`src/rtl/alu_arbiter_if.sv`:
```
// Bundle of request, response and shared-ALU signals between two requesters,
// the arbiter and the external ALU.
interface alu_arbiter_if #(
  parameter int DATA_WIDTH    = 32,
  parameter int OPCODE_LENGTH = 4
);
  logic                     req0_valid;
  logic                     req0_ready;
  logic [OPCODE_LENGTH-1:0] req0_op;
  logic [DATA_WIDTH-1:0]    req0_a;
  logic [DATA_WIDTH-1:0]    req0_b;
  logic                     req1_valid;
  logic                     req1_ready;
  logic [OPCODE_LENGTH-1:0] req1_op;
  logic [DATA_WIDTH-1:0]    req1_a;
  logic [DATA_WIDTH-1:0]    req1_b;
  logic                     rsp0_valid;
  logic                     rsp0_ready;
  logic                     rsp1_valid;
  logic                     rsp1_ready;
  logic [DATA_WIDTH-1:0]    rsp_result;
  logic [DATA_WIDTH-1:0]    alu_srca;
  logic [DATA_WIDTH-1:0]    alu_srcb;
  logic [OPCODE_LENGTH-1:0] alu_op;
  logic [DATA_WIDTH-1:0]    alu_result;
  logic                     busy;

  // Arbiter side
  modport slave (
    input  req0_valid, req0_op, req0_a, req0_b,
    input  req1_valid, req1_op, req1_a, req1_b,
    input  rsp0_ready, rsp1_ready, alu_result,
    output req0_ready, req1_ready, rsp0_valid, rsp1_valid,
    output rsp_result, alu_srca, alu_srcb, alu_op, busy
  );

  // Requester / ALU side
  modport master (
    output req0_valid, req0_op, req0_a, req0_b,
    output req1_valid, req1_op, req1_a, req1_b,
    output rsp0_ready, rsp1_ready, alu_result,
    input  req0_ready, req1_ready, rsp0_valid, rsp1_valid,
    input  rsp_result, alu_srca, alu_srcb, alu_op, busy
  );
endinterface

```
`src/rtl/alu_arbiter.sv`:
```
// Two-requester round-robin arbiter in front of a shared combinational ALU.
// One operation in flight at a time: IDLE (accept) -> EXEC (ALU evaluates the
// latched operands) -> RESP (result held until the granted requester takes it).
module alu_arbiter #(
  parameter int DATA_WIDTH    = 32,
  parameter int OPCODE_LENGTH = 4
) (
  input  logic         clk,
  input  logic         reset,
  alu_arbiter_if.slave bus
);

  typedef enum logic [1:0] {
    IDLE = 2'd0,
    EXEC = 2'd1,
    RESP = 2'd2
  } state_t;

  state_t                   state_q,      state_d;
  logic                     last_grant_q, last_grant_d;
  logic                     grant_q,      grant_d;
  logic [OPCODE_LENGTH-1:0] op_q,         op_d;
  logic [DATA_WIDTH-1:0]    a_q,          a_d;
  logic [DATA_WIDTH-1:0]    b_q,          b_d;
  logic [DATA_WIDTH-1:0]    result_q,     result_d;
  logic                     rsp0_valid_q, rsp0_valid_d;
  logic                     rsp1_valid_q, rsp1_valid_d;
  logic                     busy_q,       busy_d;

  logic arb_pick_s;
  logic req0_ready_s;
  logic req1_ready_s;
  logic rsp_done_s;

  // Round-robin pick: on a tie the requester not served last wins
  always_comb begin
    arb_pick_s = 1'b0;
    if (bus.req0_valid && bus.req1_valid) begin
      arb_pick_s = ~last_grant_q;
    end else if (bus.req1_valid) begin
      arb_pick_s = 1'b1;
    end else begin
      arb_pick_s = 1'b0;
    end
  end

  // Ready is combinational and only offered in IDLE to the picked requester;
  // only the granted requester's response-ready can complete a response
  always_comb begin
    req0_ready_s = (state_q == IDLE) && bus.req0_valid && !arb_pick_s;
    req1_ready_s = (state_q == IDLE) && bus.req1_valid &&  arb_pick_s;
    rsp_done_s   = grant_q ? bus.rsp1_ready : bus.rsp0_ready;
  end

  // Next-state and datapath capture; registered outputs follow the next state
  always_comb begin
    state_d      = state_q;
    last_grant_d = last_grant_q;
    grant_d      = grant_q;
    op_d         = op_q;
    a_d          = a_q;
    b_d          = b_q;
    result_d     = result_q;
    case (state_q)
      IDLE: begin
        if (req0_ready_s || req1_ready_s) begin
          grant_d      = arb_pick_s;
          last_grant_d = arb_pick_s;
          op_d         = arb_pick_s ? bus.req1_op : bus.req0_op;
          a_d          = arb_pick_s ? bus.req1_a  : bus.req0_a;
          b_d          = arb_pick_s ? bus.req1_b  : bus.req0_b;
          state_d      = EXEC;
        end else begin
          state_d      = IDLE;
        end
      end
      EXEC: begin
        result_d = bus.alu_result;
        state_d  = RESP;
      end
      RESP: begin
        if (rsp_done_s) begin
          state_d = IDLE;
        end else begin
          state_d = RESP;
        end
      end
      default: begin
        state_d = IDLE;
      end
    endcase
    busy_d       = (state_d != IDLE);
    rsp0_valid_d = (state_d == RESP) && !grant_d;
    rsp1_valid_d = (state_d == RESP) &&  grant_d;
  end

  // State and datapath registers; async reset aborts any in-flight operation
  always_ff @(posedge clk or posedge reset) begin
    if (reset) begin
      state_q      <= IDLE;
      last_grant_q <= 1'b1;
      grant_q      <= 1'b0;
      op_q         <= '0;
      a_q          <= '0;
      b_q          <= '0;
      result_q     <= '0;
      rsp0_valid_q <= 1'b0;
      rsp1_valid_q <= 1'b0;
      busy_q       <= 1'b0;
    end else begin
      state_q      <= state_d;
      last_grant_q <= last_grant_d;
      grant_q      <= grant_d;
      op_q         <= op_d;
      a_q          <= a_d;
      b_q          <= b_d;
      result_q     <= result_d;
      rsp0_valid_q <= rsp0_valid_d;
      rsp1_valid_q <= rsp1_valid_d;
      busy_q       <= busy_d;
    end
  end

  assign bus.req0_ready = req0_ready_s;
  assign bus.req1_ready = req1_ready_s;
  assign bus.rsp0_valid = rsp0_valid_q;
  assign bus.rsp1_valid = rsp1_valid_q;
  assign bus.rsp_result = result_q;
  assign bus.alu_srca   = a_q;
  assign bus.alu_srcb   = b_q;
  assign bus.alu_op     = op_q;
  assign bus.busy       = busy_q;

endmodule

```
`src/flat_wrapper.sv`:
```
// flat-port wrapper written by rule: the top's interface ports become plain ports
module alu_arbiter_flat 
#(
  parameter int DATA_WIDTH    = 32,
  parameter int OPCODE_LENGTH = 4
)
  (clk, reset, bus_req0_valid, bus_req0_op, bus_req0_a, bus_req0_b, bus_req1_valid, bus_req1_op, bus_req1_a, bus_req1_b, bus_rsp0_ready, bus_rsp1_ready, bus_alu_result, bus_req0_ready, bus_req1_ready, bus_rsp0_valid, bus_rsp1_valid, bus_rsp_result, bus_alu_srca, bus_alu_srcb, bus_alu_op, bus_busy);
  alu_arbiter_if #(.DATA_WIDTH(DATA_WIDTH), .OPCODE_LENGTH(OPCODE_LENGTH)) bus_i ();
  input  logic clk;
  input  logic reset;
  input wire logic [$bits(bus_i.req0_valid)-1:0] bus_req0_valid;
  input wire logic [$bits(bus_i.req0_op)-1:0] bus_req0_op;
  input wire logic [$bits(bus_i.req0_a)-1:0] bus_req0_a;
  input wire logic [$bits(bus_i.req0_b)-1:0] bus_req0_b;
  input wire logic [$bits(bus_i.req1_valid)-1:0] bus_req1_valid;
  input wire logic [$bits(bus_i.req1_op)-1:0] bus_req1_op;
  input wire logic [$bits(bus_i.req1_a)-1:0] bus_req1_a;
  input wire logic [$bits(bus_i.req1_b)-1:0] bus_req1_b;
  input wire logic [$bits(bus_i.rsp0_ready)-1:0] bus_rsp0_ready;
  input wire logic [$bits(bus_i.rsp1_ready)-1:0] bus_rsp1_ready;
  input wire logic [$bits(bus_i.alu_result)-1:0] bus_alu_result;
  output wire logic [$bits(bus_i.req0_ready)-1:0] bus_req0_ready;
  output wire logic [$bits(bus_i.req1_ready)-1:0] bus_req1_ready;
  output wire logic [$bits(bus_i.rsp0_valid)-1:0] bus_rsp0_valid;
  output wire logic [$bits(bus_i.rsp1_valid)-1:0] bus_rsp1_valid;
  output wire logic [$bits(bus_i.rsp_result)-1:0] bus_rsp_result;
  output wire logic [$bits(bus_i.alu_srca)-1:0] bus_alu_srca;
  output wire logic [$bits(bus_i.alu_srcb)-1:0] bus_alu_srcb;
  output wire logic [$bits(bus_i.alu_op)-1:0] bus_alu_op;
  output wire logic [$bits(bus_i.busy)-1:0] bus_busy;
  assign bus_i.req0_valid = bus_req0_valid;
  assign bus_i.req0_op = bus_req0_op;
  assign bus_i.req0_a = bus_req0_a;
  assign bus_i.req0_b = bus_req0_b;
  assign bus_i.req1_valid = bus_req1_valid;
  assign bus_i.req1_op = bus_req1_op;
  assign bus_i.req1_a = bus_req1_a;
  assign bus_i.req1_b = bus_req1_b;
  assign bus_i.rsp0_ready = bus_rsp0_ready;
  assign bus_i.rsp1_ready = bus_rsp1_ready;
  assign bus_i.alu_result = bus_alu_result;
  assign bus_req0_ready = bus_i.req0_ready;
  assign bus_req1_ready = bus_i.req1_ready;
  assign bus_rsp0_valid = bus_i.rsp0_valid;
  assign bus_rsp1_valid = bus_i.rsp1_valid;
  assign bus_rsp_result = bus_i.rsp_result;
  assign bus_alu_srca = bus_i.alu_srca;
  assign bus_alu_srcb = bus_i.alu_srcb;
  assign bus_alu_op = bus_i.alu_op;
  assign bus_busy = bus_i.busy;
  alu_arbiter #(.DATA_WIDTH(DATA_WIDTH), .OPCODE_LENGTH(OPCODE_LENGTH)) u_core (.clk(clk), .reset(reset), .bus(bus_i));
endmodule
```
`config.mk`:
```
export PLATFORM = sky130hd
export DESIGN_NAME = alu_arbiter_flat
export DESIGN_NICKNAME = d
export VERILOG_FILES = /design/src/rtl/alu_arbiter_if.sv /design/src/rtl/alu_arbiter.sv /design/src/flat_wrapper.sv
export SDC_FILE = /design/constraint.sdc
export NUM_CORES = 1
export LEC_CHECK = 0
export ABC_AREA = 1
export BUFFER_PORTS_ARGS = -buffer_cell sky130_fd_sc_hd__buf_2
export CAP_MARGIN = 25
export CORE_MARGIN = 5
export CORE_UTILIZATION = 40
export DETAILED_ROUTE_END_ITERATION = 16
export GPL_TIMING_DRIVEN = 0
export PLACE_DENSITY_LB_ADDON = 0.1
export SLEW_MARGIN = 20
export SYNTH_ARGS = -nofsm -noshare
export SYNTH_HDL_FRONTEND = slang
export SYNTH_SLANG_ARGS = --single-unit
```
`constraint.sdc`:
```
create_clock -name clk -period 4 [get_ports clk]
set_clock_uncertainty 0.05 [all_clocks]
set_input_delay 1.2 -clock clk [delete_from_list [all_inputs] [get_ports clk]]
set_output_delay 1.2 -clock clk [all_outputs]
set_load 0.05 [all_outputs]
```
==> results.yml, run 1 <==
run_status:
  run_status: "complete, no violations"
drt:
  routed_wirelength_mm: 16.7
  routedLengthMet1_mm: 6.73
  detail_route.wl_per_cell_um: 14.4
  routed-wl-met3_mm: 1.45
  dr_total_vias: 5447
  met2_length_mm: 8.34
  dr.first_iter.drc_count: 277
  drc_errors: 0
  topRoutingLayerUsed: "met4"
  drt_first_pass_iters: 5
  vias_per_cell: 4.70
  antenna_violating_nets_left: 0
placement:
  detailed_place.area_mm2: 0.00676
  globalplace.congestion: 0.813
  post-dp-hpwl_mm: 13.2
  port_buffers: 277
  dp_cells: 1143
  pre_cts_setup_slack_ns: 0.237
grt:
  grt_pass1_vias: 5208
  grt_pass1_wl_mm: 25.7
  grt_start_max_net_pins: 34
  grt_antenna_before_repair: 0
  grt.overflow.total: 0
  total_routing_resource_utilization_after_global_routing_pct: 21.8
layout:
  leading_cell_types_in_the_layout_fill_and_taps_excluded: "380 x sky130_fd_sc_hd__nand2_1, 292 x sky130_fd_sc_hd__buf_2, 137 x sky130_fd_sc_hd__nand3_1, 106 x sky130_fd_sc_hd__dfrtp_1, 25 x sky130_fd_sc_hd__clkbuf_1"
  antennaDiodeCount: 0
  layout.cells.non_filler: 1159
  layout_cell_share_with_drive_strength_beyond_1_pct: 32.4
  synthToLayoutAreaGrowth_pct: 39.7
  layout.nets: 1156
  layout.cells.most_common: "sky130_fd_sc_hd__nand2_1"
  final_area_mm2: 0.00711
worst_setup_path:
  worst_setup_path_start_kind: "primary input"
  rrSetupSlack_ns: 2.08
  path_max_fanout: 10
  timing.critical_path.to_type: "output port"
  critPathRequiredTime_ns: 2.75
  criticalPathCategory: "in2out"
  critPathArrivalTime_ns: 2.47
sta:
  setup-tns-final_ns: 0
  report.final.hold_viol_count: 0
  max_freq_mhz: 269
  final_max_slew_viol_count: 0
  postLayoutSetupSlackWorst_ns: 0.278
  setup_viol: 0
  timing_worst_slew_pin_value_ns: 0.635
  rsz0062_at_grt: "false"
  period_utilisation_layout_pct: 93.0
  slew-limit-headroom_pct: 57.6
  fin_crit_ns: 3.72
cts:
  cts_buffer_depth: 2
  clk_transition_reported_paths_ns: 0.07
  clock-root-buffer: "sky130_fd_sc_hd__clkbuf_16"
  tritoncts_num_sinks: 107
  numCtsBuffers: 9
  cts_setup_buffers: 0
  clock_tree.htree_level_count: 3
  post_cts_resize_count: 0
  clock_tree_from_tritoncts: "done"
  cts_hold_repair.buffers: 0
  clkLatencyLatePin_ns: 0.34
pwr:
  power_density_mw_per_mm2: 951
  peakVddDrop_mv: 0.416
  power_leakage_nw: 4.31
floorplan:
  pin_count: 279
  die_x_um: 123
  fp-row-count: 41
  initial_utilization_pct: 40.5
  core_region_area_mm2: 0.0126
  die_area_mm2: 0.0151
  floorplan.die.height_um: 123
logic_synthesis:
  synth_sequential_area_ratio_pct: 52.6
  average_footprint_of_a_synthesized_cell_um2: 7.37
  synth.cell_area_mm2: 0.00509
  post_synthesis_register_bit_count: 107
  synthCells: 691
  syn-num-nets: 865
  synth_warnings: 0
  yosysUniqueCellTypes: 17
run:
  max-cap-violations: 0
worst_hold_path:
  holdCritPathClass: "reg2reg"
==> logic make-up (layout without fill, tap and decap cells) <==
| logic type | Yosys count | in the layout | synth area share [%] |
|---|---|---|---|
| compound gates | 1 | 1 | 0.0982 |
| flops | 107 | 107 | 52.6 |
| simple gates | 527 | 527 | 42.6 |
| buf+inv | 56 | 352 | 4.72 |
==> routing by layer <==
metal / track usage (%) / vias to the layer above
li1: - / 2760
met1: 27.2 / 2488
met2: 37.0 / 185
met3: 6.41 / 14
met4: 5.74 / 0
met5: 0 / -
==> path summary, 6_finish.rpt <==
| check | from | to | cells past startpoint |
|---|---|---|---|
| worst max-delay path | bus_req0_valid | bus_req1_ready | 6 |
| worst min-delay path | u_core.bus.rsp_result[18] | u_core.bus.rsp_result[18] | 2 |
| worst max register to register | u_core.last_grant_q | u_core.bus.alu_srca[1] | 8 |
| worst min register to register | u_core.bus.rsp_result[18] | u_core.bus.rsp_result[18] | 2 |
| max in group asynchronous | reset | u_core.bus.alu_srca[31] | 4 |
| min in group asynchronous | reset | u_core.bus.alu_srca[4] | 2 |
==> worst max-delay path, stage by stage <==
cell                       delay [ns]
sky130_fd_sc_hd__buf_2           0.11
sky130_fd_sc_hd__nand2_2         0.19
sky130_fd_sc_hd__nand3_2         0.29
sky130_fd_sc_hd__clkbuf_1        0.32
sky130_fd_sc_hd__inv_1           0.09
sky130_fd_sc_hd__buf_2           0.28
==> state kept, by name, summed over array words and instances (netlist names) <==
register and cells:
u_core.last_grant_q 1, u_core.bus.alu_srca 32, u_core.state_q 2, u_core.bus.rsp_result 32, u_core.bus.rsp1_valid 1, u_core.bus.busy 1, u_core.bus.alu_srcb 32, u_core.bus.rsp0_valid 1
u_core.bus.alu_op 4, u_core.grant_q 1
==> final cells by class <==
| cell class | count | area (um^2) |
|---|---|---|
| buffer | 49 | 214 |
| multi-input combinational | 528 | 2170 |
| fill | 1302 | 5460 |
| clock buffer | 9 | 225 |
| sequential | 107 | 2680 |
| clock inverter | 7 | 123 |
| timing repair buffer | 280 | 1450 |
| inverter | 7 | 30.0 |
| tap | 172 | 215 |
==> cells in the mapped netlist (all sizes together) <==
cell type	number	area, um^2
nand3	138	696
inv	7	26.3
a21oi	1	5.00
buf	24	120
dfrtp	106	2650
nand2	382	1440
clkbuf	25	93.8
nand4	1	6.26
nor2	6	25.0
dfstp	1	26.3
==> power breakdown <==
part | total (mW) | internal [mW] | switching (mW)
Sequential | 1.86 | 1.61 | 0.258
Clock | 1.02 | 0.616 | 0.408
Combinational | 3.87 | 0.872 | 3.00
Total | 6.76 | 3.10 | 3.67
==> through the flow <==
stage                     hold WS, ns  total power, mW  utilization [%]
final                           0.420             6.76             56.6
after floorplan                 0.401             4.74                -
after global placement          0.400             5.76             53.3
after detailed placement        0.403             5.80             53.8
after global routing            0.436             7.21             56.6
after CTS                       0.420             6.84             56.6
Power figures use the tool's default switching activity.
==> inputs of run 2 (changes only) <==
--- a/config.mk
+++ b/config.mk
@@ -8,6 +8,7 @@
 export ABC_AREA = 1
 export BUFFER_PORTS_ARGS = -buffer_cell sky130_fd_sc_hd__buf_2
 export CAP_MARGIN = 25
+export CORE_ASPECT_RATIO = 1.4
 export CORE_MARGIN = 5
 export CORE_UTILIZATION = 40
 export DETAILED_ROUTE_END_ITERATION = 16
==> results.yml, run 2 (same netlist as run 1, synthesis figures left out) <==
run_status:
  run_status: "complete, no violations"
drt:
  routed_wirelength_mm: 17.1
  drt_first_pass_iters: 4
  antenna_violating_nets_left: 0
  dr.first_iter.drc_count: 206
  dr_total_vias: 5417
  drc_errors: 0
  vias_per_cell: 4.76
  detail_route.wl_per_cell_um: 15.0
worst_hold_path:
  holdCritPathClass: "reg2reg"
cts:
  cts_setup_buffers: 0
  post_cts_resize_count: 0
  clkLatencyLatePin_ns: 0.34
  cts_buffer_depth: 2
  numCtsBuffers: 9
  tritoncts_num_sinks: 107
  cts_hold_repair.buffers: 0
  clk_transition_reported_paths_ns: 0.07
  clock_tree.htree_level_count: 3
  clock_tree_from_tritoncts: "done"
  clock-root-buffer: "sky130_fd_sc_hd__clkbuf_16"
grt:
  grt_pass1_wl_mm: 26.5
  grt_pass1_vias: 5286
  grt_antenna_before_repair: 0
  grt.overflow.total: 0
  total_routing_resource_utilization_after_global_routing_pct: 22.1
  grt_start_max_net_pins: 33
worst_setup_path:
  timing.critical_path.to_type: "output port"
  timing.critical_path.to: "bus_req1_ready"
  worst_flop_to_flop_path_startpoint: "u_core.last_grant_q"
  cell_class_contributing_the_biggest_share_of_worst_path_delay: "buffers and inverters"
  crit_reg_reg_endpoint: "u_core.bus.alu_srcb[19]"
  critPathArrivalTime_ns: 2.47
  criticalPathCategory: "in2out"
  critPathRequiredTime_ns: 2.75
  path_max_fanout: 10
  cpMostUsedCell: "sky130_fd_sc_hd__buf_2"
  rrSetupSlack_ns: 2.15
  cpMaxStageDelayCell: "sky130_fd_sc_hd__clkbuf_1"
  critical_path.startpoint: "bus_req0_valid"
  total_number_of_cells_along_the_worst_setup_path: 6
  cp_cell_sequence: "buf_2, nand2_2, nand3_2, clkbuf_1, inv_1, buf_2"
  timing.critical_path.buf_inv: 4
  worst_setup_path_start_kind: "primary input"
  reg2reg_depth: 8
  max_stage_delay_ns: 0.32
sta:
  setup_viol: 0
  period_utilisation_layout_pct: 93.1
  rsz0062_at_grt: "false"
  timing_worst_slew_pin_value_ns: 0.611
  postLayoutSetupSlackWorst_ns: 0.276
  slew-limit-headroom_pct: 59.2
  max_freq_mhz: 269
  final_max_slew_viol_count: 0
  setup-tns-final_ns: 0
  fin_crit_ns: 3.72
  report.final.hold_viol_count: 0
layout:
  antennaDiodeCount: 0
  layout.cells.non_filler: 1137
  leading_cell_types_in_the_layout_fill_and_taps_excluded: "380 x sky130_fd_sc_hd__nand2_1, 292 x sky130_fd_sc_hd__buf_2, 137 x sky130_fd_sc_hd__nand3_1, 106 x sky130_fd_sc_hd__dfrtp_1, 25 x sky130_fd_sc_hd__clkbuf_1"
  final_area_mm2: 0.00705
  fillerInstances: 1297
  finalCoreUtilization_pct: 56.7
  layout_cell_share_with_drive_strength_beyond_1_pct: 32.4
  layout.nets: 1156
  synthToLayoutAreaGrowth_pct: 38.6
  layout.cells.most_common: "sky130_fd_sc_hd__nand2_1"
run:
  max-cap-violations: 0
floorplan:
  pin_count: 279
  die_area_mm2: 0.0151
  fp-row-count: 48
  die_x_um: 105
  core_region_area_mm2: 0.0124
  floorplan.die.height_um: 143
  initial_utilization_pct: 40.9
pwr:
  peakVddDrop_mv: 0.414
  power_leakage_nw: 4.30
  power_density_mw_per_mm2: 951
placement:
  dp_cells: 1121
  globalplace.congestion: 0.800
  pre_cts_setup_slack_ns: 0.263
  detailed_place.area_mm2: 0.00673
  post-dp-hpwl_mm: 13.3
  port_buffers: 277
[run 2: changes by cell type in the layout (fill, tap and decap cells not counted), sizes merged]
cell    change
bufinv      -1
clkinv      +1
[run 2: per-stage QoR]
step                      hold slack (ns)  power (mW)
after floorplan                     0.401        4.74
after global placement              0.400        5.76
after detailed placement            0.403        5.80
after CTS                           0.421        6.78
after global routing                0.432        7.14
final                               0.417        6.71
[run 2: worst min-delay path: stages (launching register included)]
cell                      delay, ns
sky130_fd_sc_hd__dfrtp_1       0.34
sky130_fd_sc_hd__nand2_1       0.05
sky130_fd_sc_hd__nand2_1       0.05
[run 2: worst min path at each step]
stage / from / to / slack, ns / cells after the start
after floorplan: u_core.last_grant_q / u_core.last_grant_q / 0.40 / 2
after global placement: u_core.bus.rsp_result[22] / u_core.bus.rsp_result[22] / 0.40 / 2
after detailed placement: u_core.bus.rsp_result[23] / u_core.bus.rsp_result[23] / 0.40 / 2
after CTS: u_core.bus.rsp_result[27] / u_core.bus.rsp_result[27] / 0.42 / 2
after global routing: u_core.bus.rsp_result[17] / u_core.bus.rsp_result[17] / 0.43 / 2
final: u_core.bus.rsp_result[27] / u_core.bus.rsp_result[27] / 0.42 / 2
[run 2: cell type report]
class | instances | area, um^2 | share of cell area (%)
tap | 150 | 188 | 2.66
sequential | 107 | 2680 | 38.0
clock inverter | 7 | 100 | 1.42
buffer | 49 | 214 | 3.03
inverter | 7 | 30.0 | 0.426
timing repair buffer | 280 | 1450 | 20.5
multi-input combinational | 528 | 2170 | 30.8
clock buffer | 9 | 225 | 3.19
[run 2: layer usage]
metal	track usage, %	up-vias	wire (um)
met3	6.11	29	1430
met4	9.19	0	517
met1	25.1	2418	6700
li1	-	2759	-
met2	39.0	211	8430
met5	0	-	0
[run 2: report_power, final]
group	switching, mW	leakage [nW]	internal [mW]
Clock	0.421	0.154	0.555
Combinational	3.00	2.82	0.871
Sequential	0.256	1.33	1.61
==> inputs of run 3 (changes only) <==
--- a/config.mk
+++ b/config.mk
@@ -13,7 +13,8 @@
 export CORE_UTILIZATION = 40
 export DETAILED_ROUTE_END_ITERATION = 16
 export GPL_TIMING_DRIVEN = 0
-export PLACE_DENSITY_LB_ADDON = 0.1
+export PLACE_DENSITY = 0.76
+export RECOVER_POWER = 50
 export SLEW_MARGIN = 20
 export SYNTH_ARGS = -nofsm -noshare
 export SYNTH_HDL_FRONTEND = slang
==> results.yml, run 3 (same netlist as run 1, synthesis figures left out) <==
pwr:
  power_leakage_nw: 4.23
  peakVddDrop_mv: 0.344
  power_density_mw_per_mm2: 951
cts:
  clock_tree_from_tritoncts: "done"
  clkLatencyLatePin_ns: 0.34
  cts_setup_buffers: 0
  clk_transition_reported_paths_ns: 0.07
  tritoncts_num_sinks: 107
  clock_tree.htree_level_count: 3
  post_cts_resize_count: 0
  clock-root-buffer: "sky130_fd_sc_hd__clkbuf_16"
  numCtsBuffers: 9
  cts_buffer_depth: 2
  cts_hold_repair.buffers: 0
sta:
  setup-tns-final_ns: 0
  max_freq_mhz: 271
  postLayoutSetupSlackWorst_ns: 0.311
  slew-limit-headroom_pct: -15.4
  rsz0062_at_grt: "false"
  timing_worst_slew_pin_value_ns: 1.73
  fin_crit_ns: 3.69
  period_utilisation_layout_pct: 92.2
  setup_viol: 0
  report.final.hold_viol_count: 0
  final_max_slew_viol_count: 64
layout:
  synthToLayoutAreaGrowth_pct: 37.1
  fillerInstances: 1261
  layout.cells.most_common: "sky130_fd_sc_hd__nand2_1"
  layout.cells.non_filler: 1138
  antennaDiodeCount: 0
  leading_cell_types_in_the_layout_fill_and_taps_excluded: "381 x sky130_fd_sc_hd__nand2_1, 278 x sky130_fd_sc_hd__buf_2, 137 x sky130_fd_sc_hd__nand3_1, 106 x sky130_fd_sc_hd__dfrtp_1, 43 x sky130_fd_sc_hd__clkbuf_1"
  layout_cell_share_with_drive_strength_beyond_1_pct: 30.5
  layout.nets: 1157
grt:
  total_routing_resource_utilization_after_global_routing_pct: 22.1
  grt_antenna_before_repair: 0
  grt_pass1_vias: 5311
  grt.overflow.total: 0
  grt_pass1_wl_mm: 26.8
  grt_start_max_net_pins: 33
worst_setup_path:
  path_max_fanout: 10
  reg2reg_depth: 7
  timing.critical_path.to_type: "output port"
  critPathArrivalTime_ns: 2.44
  worst_setup_path_start_kind: "primary input"
  critPathRequiredTime_ns: 2.75
  criticalPathCategory: "in2out"
floorplan:
  fp-row-count: 48
  initial_utilization_pct: 40.9
  core_region_area_mm2: 0.0124
  floorplan.die.height_um: 143
  die_x_um: 105
  pin_count: 279
  die_area_mm2: 0.0151
drt:
  dr.first_iter.drc_count: 279
  routed_wirelength_mm: 17.3
  drc_errors: 0
  detail_route.wl_per_cell_um: 15.2
  dr_total_vias: 5443
  antenna_violating_nets_left: 0
  vias_per_cell: 4.78
  drt_first_pass_iters: 4
placement:
  port_buffers: 277
  post-dp-hpwl_mm: 13.6
  dp_cells: 1122
  globalplace.congestion: 0.852
  pre_cts_setup_slack_ns: 0.264
run_status:
  run_status: "finished with violations"
  failed_checks: "capacitance limit, slew limit"
worst_hold_path:
  holdCritPathClass: "reg2reg"
  worst_hold_path.num_cells: 2
run:
  max-cap-violations: 2
run 3: stage by stage:
| step | hold WS, ns | cell area, um^2 | utilization (%) | power (mW) |
|---|---|---|---|---|
| after CTS | 0.419 | 7060 | 56.8 | 6.73 |
| final | 0.420 | 6980 | 56.1 | 6.64 |
| after global routing | 0.449 | 6980 | 56.1 | 7.06 |
| after detailed placement | 0.404 | 6760 | 54.3 | 5.79 |
| after global placement | 0.399 | 6670 | 53.6 | 5.73 |
| after floorplan | 0.401 | 5090 | - | 4.74 |
run 3: report_power, final:
part	switching [mW]	internal (mW)
clock	0.427	0.497
combinational	3.00	0.845
sequential	0.261	1.61
total	3.69	2.95
run 3: cell type report:
type                            instances  area, um^2  area share (%)
Sequential cell                       107        2680            38.4
Multi-Input combinational cell        528        2170            31.1
Timing Repair Buffer                  281        1400            20.1
Clock buffer                            9         225            3.23
Buffer                                 49         209            2.99
Tap cell                              150         188            2.69
Clock inverter                          7        82.6            1.18
Inverter                                7        27.5           0.394
run 3: path summary, 6_finish.rpt:
kind                                                from  slack [ns]                  endpoint
worst min register to register  u_core.bus.rsp_result[3]        0.42  u_core.bus.rsp_result[3]
min in group asynchronous                          reset        0.70   u_core.bus.alu_srcb[15]
worst max register to register         u_core.state_q[1]        1.78   u_core.bus.alu_srcb[26]
worst max-delay path                      bus_req0_valid        0.31            bus_req1_ready
worst min-delay path            u_core.bus.rsp_result[3]        0.42  u_core.bus.rsp_result[3]
max in group asynchronous                          reset        0.78   u_core.bus.alu_srcb[10]
run 3: worst max-delay path, stage by stage:
cell	delay [ns]
sky130_fd_sc_hd__clkbuf_1	0.09
sky130_fd_sc_hd__nand2_2	0.19
sky130_fd_sc_hd__nand3_2	0.28
sky130_fd_sc_hd__clkbuf_1	0.32
sky130_fd_sc_hd__inv_1	0.09
sky130_fd_sc_hd__buf_2	0.26
run 3: layer usage:
layer  global-route usage, %  share of wire, %
met5                       0                 0
met4                    6.63               2.4
met3                    5.21               7.6
met2                    39.7                51
met1                    26.3                39
